## config.mk

```make
export PLATFORM = sky130hd
export DESIGN_NAME = mem_arbiter
export DESIGN_NICKNAME = d
export VERILOG_FILES = /design/src/rtl/mem_arbiter_pkg.sv /design/src/rtl/mem_arbiter_beat_counter.sv /design/src/rtl/mem_arbiter.sv
export SDC_FILE = /design/constraint.sdc
export NUM_CORES = 1
export LEC_CHECK = 0
export CORE_AREA = 2 2 293 295
export CTS_CLUSTER_SIZE = 30
export DETAILED_ROUTE_END_ITERATION = 8
export DIE_AREA = 0 0 295 297
export PLACE_DENSITY = 0.42
export SLEW_MARGIN = 20
export SYNTH_ARGS = -nofsm -noshare
export SYNTH_HDL_FRONTEND = slang
export SYNTH_SLANG_ARGS = --single-unit
```

## constraint.sdc

```tcl
create_clock -name clk -period 1.48 [get_ports clk]
set_input_delay 0.148 -clock clk [delete_from_list [all_inputs] [get_ports clk]]
set_output_delay 0.148 -clock clk [all_outputs]
set_load 0.03 [all_outputs]
```

## src/rtl/mem_arbiter_pkg.sv

```systemverilog
// -----------------------------------------------------------------------------
// mem_arbiter_pkg
// Shared definitions for the main-memory arbiter of the Riscv151 memory system:
// FSM state encoding, memory request direction constants, default geometry and
// a helper that sizes the burst beat counter.
// -----------------------------------------------------------------------------
package mem_arbiter_pkg;

   typedef enum logic [1:0] {
      ST_IDLE  = 2'd0,
      ST_REQ   = 2'd1,
      ST_WDATA = 2'd2,
      ST_RDATA = 2'd3
   } arb_state_t;

   localparam logic MEM_RD = 1'b0;
   localparam logic MEM_WR = 1'b1;

   localparam int DEF_BEATS        = 4;
   localparam int DEF_DATA_W       = 128;
   localparam int DEF_STARVE_LIMIT = 8;

   // One extra bit so the counter can never wrap inside a burst.
   function automatic int beat_cnt_width(input int beats);
      return $clog2(beats) + 1;
   endfunction

endpackage

```

## src/rtl/mem_arbiter_beat_counter.sv

```systemverilog
// -----------------------------------------------------------------------------
// arb_beat_counter
// Counts accepted beats of one burst and flags the final beat (count BEATS-1).
// Shared by the write-data and read-response phases of the arbiter.
// Ports:
//   clk      in   clock, rising edge
//   reset    in   asynchronous active-high reset
//   i_clear  in   synchronous clear (held while a request is outstanding)
//   i_inc    in   one beat accepted this cycle
//   o_last   out  current beat is the final beat of the burst
// -----------------------------------------------------------------------------
module arb_beat_counter
   import mem_arbiter_pkg::*;
#(
   parameter int BEATS = DEF_BEATS
) (
   input  logic clk,
   input  logic reset,
   input  logic i_clear,
   input  logic i_inc,
   output logic o_last
);

   localparam int CW = beat_cnt_width(BEATS);

   logic [CW-1:0] r_cnt;

   always_ff @(posedge clk or posedge reset) begin
      if (reset) begin
         r_cnt <= '0;
      end else if (i_clear) begin
         r_cnt <= '0;
      end else if (i_inc) begin
         r_cnt <= r_cnt + CW'(1);
      end
   end

   // With BEATS=1 this is true from the first beat.
   assign o_last = (r_cnt == CW'(BEATS - 1));

endmodule

```

## src/rtl/mem_arbiter.sv

```systemverilog
// -----------------------------------------------------------------------------
// mem_arbiter
// Shares one main-memory port between the icache refill engine (reads only)
// and the dcache refill/writeback engine (reads and writes). One requester is
// granted per transaction; its request is issued to memory, then a burst of
// BEATS write beats (dcache -> memory) or read beats (memory -> requester) is
// sequenced. Dcache has priority, but an icache that has waited STARVE_LIMIT
// cycles wins the next arbitration.
// Ports:
//   clk, reset                 clock / asynchronous active-high reset
//   ic_req_*                   icache request handshake (address only)
//   ic_resp_*                  icache read beats (valid/last steered, data shared)
//   dc_req_*                   dcache request handshake (rw, address)
//   dc_wdata_*                 dcache write beats
//   dc_resp_*                  dcache read beats (valid/last steered, data shared)
//   mem_req_*                  request to main memory
//   mem_wdata_*                write beats to main memory
//   mem_resp_*                 read beats from main memory (no backpressure)
//   busy                       arbiter is not idle
//   grant_dc                   current/last grant went to the dcache
// -----------------------------------------------------------------------------
module mem_arbiter
   import mem_arbiter_pkg::*;
#(
   parameter int ADDR_W       = 32,
   parameter int DATA_W       = DEF_DATA_W,
   parameter int BEATS        = DEF_BEATS,
   parameter int STARVE_LIMIT = DEF_STARVE_LIMIT
) (
   input  logic              clk,
   input  logic              reset,
   // icache
   input  logic              ic_req_valid,
   input  logic [ADDR_W-1:0] ic_req_addr,
   output logic              ic_req_ready,
   output logic              ic_resp_valid,
   output logic              ic_resp_last,
   output logic [DATA_W-1:0] ic_resp_data,
   // dcache
   input  logic              dc_req_valid,
   input  logic              dc_req_rw,
   input  logic [ADDR_W-1:0] dc_req_addr,
   output logic              dc_req_ready,
   input  logic              dc_wdata_valid,
   input  logic [DATA_W-1:0] dc_wdata,
   output logic              dc_wdata_ready,
   output logic              dc_resp_valid,
   output logic              dc_resp_last,
   output logic [DATA_W-1:0] dc_resp_data,
   // memory
   output logic              mem_req_valid,
   output logic              mem_req_rw,
   output logic [ADDR_W-1:0] mem_req_addr,
   input  logic              mem_req_ready,
   output logic              mem_wdata_valid,
   output logic [DATA_W-1:0] mem_wdata,
   input  logic              mem_wdata_ready,
   input  logic              mem_resp_valid,
   input  logic [DATA_W-1:0] mem_resp_data,
   // status
   output logic              busy,
   output logic              grant_dc
);

   localparam int SW = (STARVE_LIMIT < 1) ? 1 : $clog2(STARVE_LIMIT + 1);
   localparam logic [SW-1:0] STARVE_MAX = SW'(STARVE_LIMIT);

   arb_state_t        r_state;
   logic [ADDR_W-1:0] r_addr;
   logic              r_rw;
   logic              r_grant_dc;
   logic              r_mem_req_valid;
   logic [SW-1:0]     r_starve_cnt;

   logic w_any_req;
   logic w_pick_dc;
   logic w_req_fire;
   logic w_in_wdata;
   logic w_wbeat;
   logic w_rbeat;
   logic w_last;
   logic w_ic_served;

   // Arbitration: dcache wins a tie unless the icache has starved long enough.
   assign w_any_req = ic_req_valid || dc_req_valid;
   assign w_pick_dc = dc_req_valid && !(ic_req_valid && (r_starve_cnt >= STARVE_MAX));

   assign w_req_fire = r_mem_req_valid && mem_req_ready;
   assign w_in_wdata = (r_state == ST_WDATA);
   assign w_wbeat    = w_in_wdata && dc_wdata_valid && mem_wdata_ready;
   // Beats outside RDATA are strays and are dropped here.
   assign w_rbeat    = (r_state == ST_RDATA) && mem_resp_valid;

   // The icache is the current grant only while a transaction is in flight.
   assign w_ic_served = (r_state != ST_IDLE) && !r_grant_dc;

   arb_beat_counter #(
      .BEATS (BEATS)
   ) u_beat_cnt (
      .clk     (clk),
      .reset   (reset),
      .i_clear (r_state == ST_REQ),
      .i_inc   (w_wbeat || w_rbeat),
      .o_last  (w_last)
   );

   // -------------------------------------------------------------------------
   // Transaction FSM
   // -------------------------------------------------------------------------
   always_ff @(posedge clk or posedge reset) begin
      if (reset) begin
         r_state         <= ST_IDLE;
         r_addr          <= '0;
         r_rw            <= MEM_RD;
         r_grant_dc      <= 1'b0;
         r_mem_req_valid <= 1'b0;
      end else begin
         case (r_state)
            ST_IDLE: begin
               if (w_any_req) begin
                  r_addr          <= w_pick_dc ? dc_req_addr : ic_req_addr;
                  r_rw            <= w_pick_dc ? dc_req_rw : MEM_RD;
                  r_grant_dc      <= w_pick_dc;
                  r_mem_req_valid <= 1'b1;
                  r_state         <= ST_REQ;
               end
            end
            ST_REQ: begin
               // The latched request is issued even if the requester drops it.
               if (w_req_fire) begin
                  r_mem_req_valid <= 1'b0;
                  r_state         <= (r_rw == MEM_WR) ? ST_WDATA : ST_RDATA;
               end
            end
            ST_WDATA: begin
               if (w_wbeat && w_last) begin
                  r_state <= ST_IDLE;
               end
            end
            ST_RDATA: begin
               if (w_rbeat && w_last) begin
                  r_state <= ST_IDLE;
               end
            end
            default: begin
               r_state <= ST_IDLE;
            end
         endcase
      end
   end

   // -------------------------------------------------------------------------
   // Starvation counter: counts every cycle the icache wants memory but is not
   // being served, including while the dcache holds the port.
   // -------------------------------------------------------------------------
   always_ff @(posedge clk or posedge reset) begin
      if (reset) begin
         r_starve_cnt <= '0;
      end else if ((r_state == ST_IDLE) && ic_req_valid && !w_pick_dc) begin
         r_starve_cnt <= '0;
      end else if (ic_req_valid && !w_ic_served && (r_starve_cnt < STARVE_MAX)) begin
         r_starve_cnt <= r_starve_cnt + SW'(1);
      end
   end

   // -------------------------------------------------------------------------
   // Outputs
   // -------------------------------------------------------------------------
   assign busy          = (r_state != ST_IDLE);
   assign grant_dc      = r_grant_dc;

   assign mem_req_valid = r_mem_req_valid;
   assign mem_req_rw    = r_rw;
   assign mem_req_addr  = r_addr;

   assign ic_req_ready  = w_req_fire && !r_grant_dc;
   assign dc_req_ready  = w_req_fire && r_grant_dc;

   assign mem_wdata_valid = w_in_wdata && dc_wdata_valid;
   assign mem_wdata       = dc_wdata;
   assign dc_wdata_ready  = w_in_wdata && mem_wdata_ready;

   assign ic_resp_valid = w_rbeat && !r_grant_dc;
   assign ic_resp_last  = w_rbeat && !r_grant_dc && w_last;
   assign dc_resp_valid = w_rbeat && r_grant_dc;
   assign dc_resp_last  = w_rbeat && r_grant_dc && w_last;

   // Read data is broadcast; only the valids are steered.
   assign ic_resp_data  = mem_resp_data;
   assign dc_resp_data  = mem_resp_data;

endmodule

```

==> impl_metrics.ini <==
[drt]
wl_met2_um = 9580
met1Wirelength_um = 5590
wl_met3_um = 6080
drt_iter0_markers = 82
via_per_inst = 1.76
vias = 2600
drtPass1Iterations = 4
drc = 0
top_layer = met4
antenna_left = 0
drt_wl_total_um = 23200
routedWlPerCell_um = 15.7

[timing]
max_slew_margin = 0.753
period_needed_ns = 1.61
clock_skew_ns = 0.0396
setup-violations-final = 34
tightestPinTransition_ns = 0.372
setup_ws_ns = -0.125
drv_slew = 0
post-route-period-util = 1.08
rsz0062_at_grt = yes
hold_viol_final = 0
fmax_ghz = 0.623

[synth]
synth-compound-area-share = 0.0265
syn-num-nets = 900
synth.most_common_cell = buf_4
synth-seq-cells = 44
netlist_area_um2 = 5340
ys_async_sr_fraction = 1.00
synthMuxAreaShare = 0.163
synth_area_leaders = buf_4 55%, dfrtp_1 21%, mux2_2 8.0%, mux2_4 7.9%, ha_1 0.94%
avgSynthCellArea_um2 = 9.42
synth-xor-area-share = 0
syn_inst = 567
yosys_warnings = 0
synth_edf_count = 0
synth_top_area_frac = 0.546
synthTopCellsByCount = 388 x buf_4, 44 x dfrtp_1, 38 x mux2_2
synth_area_leader_cell = buf_4
ys_seq_area_frac = 0.206
synthDistinctLibCells = 34
synth_ff_type = dfrtp_1
synth_top_family_by_area = buffers and inverters
yosys.area_share.adder = 0.00937
synth_simple_gate_area_share = 0.0368

[layout]
nets = 662
final_cells = 1474
diodes = 0
drive_gt1_frac = 0.412
areaGrowthSynthToFinish_pct = 6.54
stdcell_area_um2 = 5690

[placed_design]
port_buffers = 116
place_ws_ns = -0.421
hpwl_um = 18700
routabilityCongestion = 0.662
postPlaceCellArea_um2 = 5220
dp.cells = 1454

[floorplan]
fp-row-count = 107
die_w_um = 295
start_util = 0.0632
ioPinCount = 757
core_region_area_um2 = 84500
die_h_um = 297
dieArea_um2 = 87600

[setup_path]
crit_path_max_incr_delay_ns = 0.42
cp-start-kind = register
cpMaxStageDelayCell = dfrtp_1
cp_cell_sequence = a21boi_4 > buf_12 > buf_16 > mux2_4 > mux2_4
cp.required_ns = 1.68
crit_path_frequent_cell = mux2_4
cp-end-kind = register
worst-setup-path-type = reg -> reg
arrival_ns = 1.80
crit_fanout = 10
path_delay_family = multiplexers
path_buf_inv = 2

[cts]
insertion_delay_ns = 0.35
clk_root_buffer_cell = clkbuf_16
cts_sinks = 44
cts_tree = built
cts_buffers = 5
clk_pin_slew_ns = 0.11
htree_num_levels = 2
cts.path.max_buffers = 2
hold_buffers = 0

[run_status]
status = complete, but fails checks
violations = negative setup slack

[power]
p_per_area_nw_per_um2 = 1540
vdd_drop_max_mv = 0.654
leakage_nw = 2.05

[grt]
grt_pass1_wl_um = 28500
grt_pass1_vias = 2856
antenna_found_initial = 1
grt_max_degree = 24
overflow = 0
grtUsageTotal = 0.0497

[hold_path]
hold_class = in -> async

[run]
max-cap-violations = 0
-- layout make-up --
class | instances | area, um2
Fill cell | 9877 | 78800
Sequential cell | 44 | 1100
Tap cell | 1144 | 1430
Inverter | 5 | 18.8
Clock buffer | 5 | 125
Timing Repair Buffer | 149 | 1510
Clock inverter | 3 | 46.3
Multi-Input combinational cell | 124 | 1450
-- state kept, by name, indices dropped and copies added, names as in the netlist --
| name | cells |
|---|---|
| r_starve_cnt | 4 |
| r_state | 2 |
| u_beat_cnt.r_cnt | 3 |
| grant_dc | 1 |
| mem_req_valid | 1 |
| mem_req_rw | 1 |
| mem_req_addr | 32 |
-- worst paths after layout --
kind                                      from             endpoint  slack (ns)  cells after the start
min in group clk                 dc_wdata[108]       mem_wdata[108]        0.30                      0
min                                      reset      r_starve_cnt[1]        0.16                      3
max in group asynchronous                reset           r_state[0]        1.09                      3
min reg2reg                u_beat_cnt.r_cnt[2]  u_beat_cnt.r_cnt[2]        0.51                      1
max reg2reg                    r_starve_cnt[3]      mem_req_addr[4]       -0.13                      5
max                            r_starve_cnt[3]      mem_req_addr[4]       -0.13                      5
-- cell families (layout without fill, tap and decap cells) --
family | Yosys count | count (layout)
AO/OA/AOI/OAI | 19 | 19
flip-flops | 44 | 44
multiplexers | 68 | 68
AND/OR/NAND/NOR | 33 | 33
buffers and inverters | 399 | 162
adder cells (fa/ha/maj) | 4 | 4
-- what timing repair did --
item                                    in CTS  in global routing
gates resized for setup                     75                 13
cloned                                       0                  2
pin swaps                                    2                  5
endpoints found under the setup margin      75                 38
buffers inserted                             4                  6
-- placed cells by master (no fill, tap or decap), types with 2 or more instances in the layout --
| master | count |
|---|---|
| and2_4 | 3 |
| a21oi_1 | 2 |
| and3b_1 | 3 |
| mux2_2 | 4 |
| a32o_1 | 2 |
| ha_1 | 2 |
| nand2b_1 | 2 |
| mux2_4 | 63 |
| inv_2 | 2 |
| nor2_1 | 3 |
| clkdlybuf4s50_1 | 72 |
| buf_4 | 23 |
| dfrtp_1 | 43 |
| nand2_1 | 4 |
| nor2b_1 | 2 |
| and2b_1 | 2 |
| o21ai_0 | 6 |
| inv_1 | 3 |
| clkbuf_16 | 7 |
| buf_12 | 6 |
| buf_6 | 10 |
| nor2_4 | 2 |
| nand3_1 | 5 |
| dlygate4sd2_1 | 35 |
-- per-layer routing --
layer | up-vias | GRT usage
met5 | - | 0.000554
met4 | 0 | 0.0419
met3 | 145 | 0.0585
met2 | 431 | 0.0699
met1 | 1081 | 0.0348
li1 | 943 | -
-- where the power goes --
part	leakage (nW)	switching, mW	internal [mW]	total [mW]
registers	0.527	0.389	1.81	2.20
clock network	0.0804	0.768	0.812	1.58
logic	1.44	2.44	2.53	4.98
total	2.05	3.60	5.15	8.75
-- worst min-delay path, stage by stage --
cell and delay (ns):
clkdlybuf4s50_1 0.41, inv_2 0.10, buf_12 0.21
-- metrics by stage --
| step | hold slack, ns | util | TNS, ns | total power, mW |
|---|---|---|---|---|
| 2_1_floorplan | 0.310 | - | -1.42 | 6.81 |
| 3_3_place_gp | 0.296 | 0.0618 | -11.83 | 6.89 |
| 3_5_place_dp | 0.296 | 0.0618 | -12.87 | 6.90 |
| 4_1_cts | 0.147 | 0.0654 | -2.84 | 8.67 |
| 5_1_grt | 0.175 | 0.0673 | -5.28 | 9.32 |
| 6_report | 0.155 | 0.0673 | -3.16 | 8.75 |
No activity file was read; power rests on OpenSTA's default activity.
